File: config.mk
export PLATFORM = sky130hd
export DESIGN_NAME = instr_fetch_unit
export DESIGN_NICKNAME = d
export VERILOG_FILES = /design/src/rtl/instr_fetch_unit.sv
export SDC_FILE = /design/constraint.sdc
export NUM_CORES = 1
export LEC_CHECK = 0
export BUFFER_PORTS_ARGS = -buffer_cell sky130_fd_sc_hd__buf_2
export CAP_MARGIN = 10
export CELL_PAD_IN_SITES_DETAIL_PLACEMENT = 0
export CELL_PAD_IN_SITES_GLOBAL_PLACEMENT = 1
export CORE_MARGIN = 2
export CORE_UTILIZATION = 45
export CTS_CLUSTER_DIAMETER = 60
export DETAILED_ROUTE_END_ITERATION = 7
export GPL_TIMING_DRIVEN = 0
export PLACE_DENSITY_LB_ADDON = 0.1
export SYNTH_ARGS = -nofsm -noshare
export SYNTH_HDL_FRONTEND = slang
export SYNTH_SLANG_ARGS = --single-unit
File: constraint.sdc
create_clock -name clk -period 4.68 [get_ports clk]
set_input_delay 0.468 -clock clk [delete_from_list [all_inputs] [get_ports clk]]
set_output_delay 0.468 -clock clk [all_outputs]
set_load 0.005 [all_outputs]
File: src/rtl/instr_fetch_unit.sv
// Fetch stage: issues one outstanding word fetch at a time, buffers returned
// instructions with their PCs in a small FIFO and presents decoded fields.
module instr_fetch_unit #(
  parameter logic [31:0] RESET_PC   = 32'h0000_0000,
  parameter int          FIFO_DEPTH = 4
) (
  input  logic        clk,
  input  logic        rst_n,
  output logic        imem_req,
  output logic [31:0] imem_addr,
  input  logic        imem_valid,
  input  logic [31:0] imem_rdata,
  input  logic        redirect_valid,
  input  logic [31:0] redirect_pc,
  output logic        out_valid,
  input  logic        out_ready,
  output logic [5:0]  opcode,
  output logic [4:0]  rs,
  output logic [4:0]  rt,
  output logic [4:0]  rd,
  output logic [4:0]  sa,
  output logic [5:0]  funct,
  output logic [25:0] instr_address,
  output logic [14:0] Adress_Immediate,
  output logic [1:0]  InstructionType,
  output logic [31:0] pc,
  output logic        halted
);

  localparam int PTR_W = $clog2(FIFO_DEPTH);
  localparam int CNT_W = PTR_W + 1;
  localparam logic [CNT_W-1:0] DEPTH_C = CNT_W'(FIFO_DEPTH);
  localparam logic [5:0] OP_HALT = 6'b111111;

  typedef enum logic [1:0] {
    S_FETCH   = 2'd0,
    S_WAIT    = 2'd1,
    S_HALTED  = 2'd2,
    S_DISCARD = 2'd3
  } state_t;

  state_t           state_reg, state_next;
  logic [31:0]      fetch_pc_reg, fetch_pc_next;
  logic [31:0]      instr_mem [FIFO_DEPTH];
  logic [31:0]      pc_mem    [FIFO_DEPTH];
  logic [PTR_W-1:0] wr_ptr_reg, rd_ptr_reg;
  logic [CNT_W-1:0] count_reg;
  logic [CNT_W-1:0] count_after_deq;
  logic             enq, deq;
  logic [31:0]      head_instr;
  logic             redirect_low_unused;

  // Redirect targets are word aligned; the low bits are dropped.
  assign redirect_low_unused = ^redirect_pc[1:0];

  assign out_valid = (count_reg != '0);
  assign imem_addr = fetch_pc_reg;
  assign halted    = (state_reg == S_HALTED);

  always_comb begin
    state_next      = state_reg;
    fetch_pc_next   = fetch_pc_reg;
    imem_req        = 1'b0;
    enq             = 1'b0;
    deq             = out_valid && out_ready && !redirect_valid;
    count_after_deq = count_reg - {{(CNT_W-1){1'b0}}, deq};
    case (state_reg)
      S_FETCH: begin
        // Gated by rst_n so no request is shown while reset is held.
        if (rst_n && !redirect_valid && (count_after_deq < DEPTH_C)) begin
          imem_req   = 1'b1;
          state_next = S_WAIT;
        end
      end
      S_WAIT: begin
        if (imem_valid) begin
          if (redirect_valid) begin
            state_next = S_FETCH;
          end else begin
            enq           = 1'b1;
            fetch_pc_next = fetch_pc_reg + 32'd4;
            state_next    = (imem_rdata[31:26] == OP_HALT) ? S_HALTED : S_FETCH;
          end
        end else if (redirect_valid) begin
          state_next = S_DISCARD;
        end
      end
      S_HALTED: begin
        if (redirect_valid) state_next = S_FETCH;
      end
      S_DISCARD: begin
        // The stale response is the only thing outstanding; once it lands we refetch.
        if (imem_valid) state_next = S_FETCH;
      end
      default: state_next = S_FETCH;
    endcase
    if (redirect_valid) fetch_pc_next = {redirect_pc[31:2], 2'b00};
  end

  always_ff @(posedge clk or negedge rst_n) begin
    if (!rst_n) begin
      state_reg    <= S_FETCH;
      fetch_pc_reg <= RESET_PC;
      wr_ptr_reg   <= '0;
      rd_ptr_reg   <= '0;
      count_reg    <= '0;
      for (int i = 0; i < FIFO_DEPTH; i++) begin
        instr_mem[i] <= '0;
        pc_mem[i]    <= '0;
      end
    end else begin
      state_reg    <= state_next;
      fetch_pc_reg <= fetch_pc_next;
      if (redirect_valid) begin
        wr_ptr_reg <= '0;
        rd_ptr_reg <= '0;
        count_reg  <= '0;
      end else begin
        if (enq) begin
          instr_mem[wr_ptr_reg] <= imem_rdata;
          pc_mem[wr_ptr_reg]    <= fetch_pc_reg;
          wr_ptr_reg            <= wr_ptr_reg + PTR_W'(1);
        end
        if (deq) rd_ptr_reg <= rd_ptr_reg + PTR_W'(1);
        count_reg <= count_after_deq + {{(CNT_W-1){1'b0}}, enq};
      end
    end
  end

  assign head_instr       = instr_mem[rd_ptr_reg];
  assign pc               = pc_mem[rd_ptr_reg];
  assign opcode           = head_instr[31:26];
  assign rs               = head_instr[25:21];
  assign rt               = head_instr[20:16];
  assign rd               = head_instr[15:11];
  assign sa               = head_instr[10:6];
  assign funct            = head_instr[5:0];
  assign instr_address    = head_instr[25:0];
  assign Adress_Immediate = head_instr[14:0];

  always_comb begin
    InstructionType = 2'd3;
    case (opcode)
      6'b000000:          InstructionType = 2'd0;
      6'b000010, 6'b000011: InstructionType = 2'd1;
      OP_HALT:            InstructionType = 2'd2;
      default:            InstructionType = 2'd3;
    endcase
  end

endmodule

==> impl_results.md <==
* Status: finished, violations left
* Failing checks: negative hold slack
* Clock power share at 0.335
* DR DRC count at 0
* M1 wire length at 13.9 mm
* Worst-Margin Slew at 1.00 ns
* Clk root buf: clkbuf_16
* Cell breakdown of the critical path: clkbuf_1 > buf_1 > clkbuf_1 > mux4_2 > buf_4 > buf_2
* Starting Density at 0.460
* Synth top area cells: dfrtp_1, mux2_2, mux4_2
* Sequential area share after synthesis at 0.540
* CTS Buffer Depth at 3
* Die height at 176 um
* Hold_ws at -0.0214 ns
* Max-Cap Viols at 0
* TritonCTS Buffers at 35
* Post-synth EDFFs at 0
* Post-Syn Area at 13,300 um2
* WP data arrival at 3.22 ns
* Final Max Tran Viols at 0
* Initial antenna violation count at 1
* Core Rows at 62
* CP endpoint kind: primary output
* Final min period at 3.68 ns
* Fin worst setup slack at 0.997 ns
* Internal power at 6250 uW
* Largest register by flop count: instr_mem
* Core Area at 28,900 um2
* Hpwl dp at 20.7 mm
* Crit path top cell by count: clkbuf_1
* Maximum clock rate at 272 MHz
* Crit-path leading delay family: buffers and inverters
* Post_cts resized at 0
* Post-CTS repair timing setup buffer count at 0
* First-pass DRT Iterations at 4
* Yosys Warn Count at 0
* Gpl congestion at 0.752
* DRT iter0 DRCs at 384
* Unrepaired setup endpoints after global routing: false
* DR WL/cell at 19.2 um
* Max layer used: met5
* Pwr Density at 524 nW/um2
* Grt ovf at 0
* Final worst-path cycle share at 0.787
* Met2 wire length at 14.3 mm
* Leakage at 0.00780 uW
* Share of cells above drive strength 1 at 0.550
* FF+latch count, synth at 287
* CTS Hold Bufs at 0
* Flop pwr share at 0.387
* Htree depth at 2
* Final hold vios at 4
* CP max FO at 10
* Clock Pin Slew Worst Setup and Hold Paths at 0.05 ns
* Diode count at 0
* GRT Total Usage at 0.201
* Synth async-reset ratio at 1.00
* Port Buffers at 203
* Min-delay worst type: input port to async pin
* Max reg flops at 128
* Combinational Power Share at 0.278
* Final WL at 30.2 mm
* Boundary pin count at 211
* Sw Pwr at 2190 uW
* Nets@finish at 1,241
* CTS sink count at 287
* Vias per cell at 5.36
* Global-route wire length before repair at 48.6 mm
* Met3 wire length at 1.39 mm
* Final setup fails at 0
* Sw Share at 0.259
* Avg Cell Area, Syn at 14.5 um2
* Critical path buffers and inverters at 5
* Via count at 8,421
* Mapped Cells at 918
* CTS tree: built
* Main synth FF type: dfrtp_1
* Synth top area share at 0.540
* Critical Path Start Type: flip-flop
* Die X at 176 um
* Critical-path top delay cell: buf_1
* Largest net degree at the start of global routing at 119
* Antenna viol nets, final at 0
* Required time of the critical path at 4.21 ns
* Vias in the first global route at 8,732
* Crit path kind: flip-flop to primary output
* Max incr delay on CP at 0.63 ns
* Area growth syn-to-layout at 21.0%
* Max_slew headroom at 0.331
* Synth cell types at 41
* Skew final at 0.0183 ns
* Place WS at 1.13 ns
* Synth area leader: dfrtp_1
* Worst skew pair latency at 0.51 ns
* Peak supply drop at 0.000326 V
* Die area at 30,900 um2
[worst register-to-register path: stages (launching register included)]
cell	delay, ns
dfrtp_1	0.44
nand3b_1	0.42
nor2_1	0.38
nand2_1	0.39
buf_2	0.38
mux2_2	0.33
[synth_stat cells (all sizes together) (9+ instances only)]
cell and count:
dfrtp 287, mux2 248, buf 82, mux4 62, nand2 34, clkbuf 25
nor2 25, or4 18, o21ai 16, a31oi 14, inv 12, nand3 12
o31ai 11, ha 9
[metal layers]
| layer | up-vias | track usage |
|---|---|---|
| met4 | 2 | 0.0499 |
| met3 | 48 | 0.0351 |
| li1 | 3840 | - |
| met2 | 217 | 0.329 |
| met1 | 4314 | 0.282 |
| met5 | - | 0 |
[cells in the final DEF (no fill, tap or decap), types with 5 or more instances in the layout]
cell	instances
nand3_1	12
mux2_2	248
or4_1	17
xnor2_1	7
a31oi_1	14
clkbuf_1	30
clkinv_2	7
o21ai_0	16
nor2_1	25
clkbuf_8	6
nand4_1	8
clkbuf_16	37
or3_1	5
buf_2	234
dfrtp_1	287
ha_1	9
xor2_1	8
inv_1	12
buf_4	45
o31ai_1	11
mux4_2	62
nand2_1	34
bufinv_16	5
[kinds of logic after synthesis]
group	after synthesis	synth area share
muxes	312	0.316
DFF	287	0.540
and+or+nand+nor	123	0.0500
buffers and inverters	120	0.0508
AOI/OAI and AO/OA	51	0.0241
xor gates and xnor gates	15	0.00988
adders and majority gates	9	0.00847
other	1	0.000282
[power groups by stage]
stage	logic, uW	registers [uW]	clock network [uW]
2_1_floorplan	1540	3220	0
3_3_place_gp	2360	3300	0
3_5_place_dp	2400	3310	0
4_1_cts	2400	3270	2900
5_1_grt	2580	3340	3010
6_report	2350	3270	2820
[stage by stage]
stage | cells | total power [uW] | utilization | setup TNS [ns] | instance area [um2]
6_report | 1572 | 8440 | 0.556 | 0 | 16100
5_1_grt | 1572 | 8930 | 0.556 | 0 | 16100
4_1_cts | 1572 | 8570 | 0.556 | 0 | 16100
3_5_place_dp | 1510 | 5710 | 0.514 | 0 | 14900
3_3_place_gp | 1508 | 5650 | 0.512 | -698.46 | 14800
2_1_floorplan | 921 | 4760 | - | 0 | 13300
[layout make-up]
| type | count | area, um2 |
|---|---|---|
| buffer | 107 | 627 |
| clock buffer | 49 | 1030 |
| clock inverter | 13 | 193 |
| fill | 2442 | 12800 |
| inverter | 13 | 48.8 |
| multi-input combinational | 514 | 5450 |
| sequential | 287 | 7180 |
| tap | 384 | 480 |
| timing repair buffer | 205 | 1080 |
[path summary, 6_finish.rpt]
check	endpoint	depth (start not counted)	slack, ns	startpoint
setup / recovery	instr_address[1]	6	1.0	rd_ptr_reg[1]$_DFFE_PN0P_
hold / removal	instr_mem[21]$_DFFE_PN0P_	1	-0.02	rst_n
setup reg to reg	instr_mem[67]$_DFFE_PN0P_	5	2.22	state_reg[1]$_DFFE_PN0P_
hold reg to reg	instr_mem[63]$_DFFE_PN0P_	1	0.50	instr_mem[63]$_DFFE_PN0P_
max in group asynchronous	pc_mem[49]$_DFFE_PN0P_	3	3.34	rst_n
min in group clk	imem_addr[8]$_DFFE_PN0P_	3	0.16	redirect_pc[8]
(Power assumes the default switching activity.)
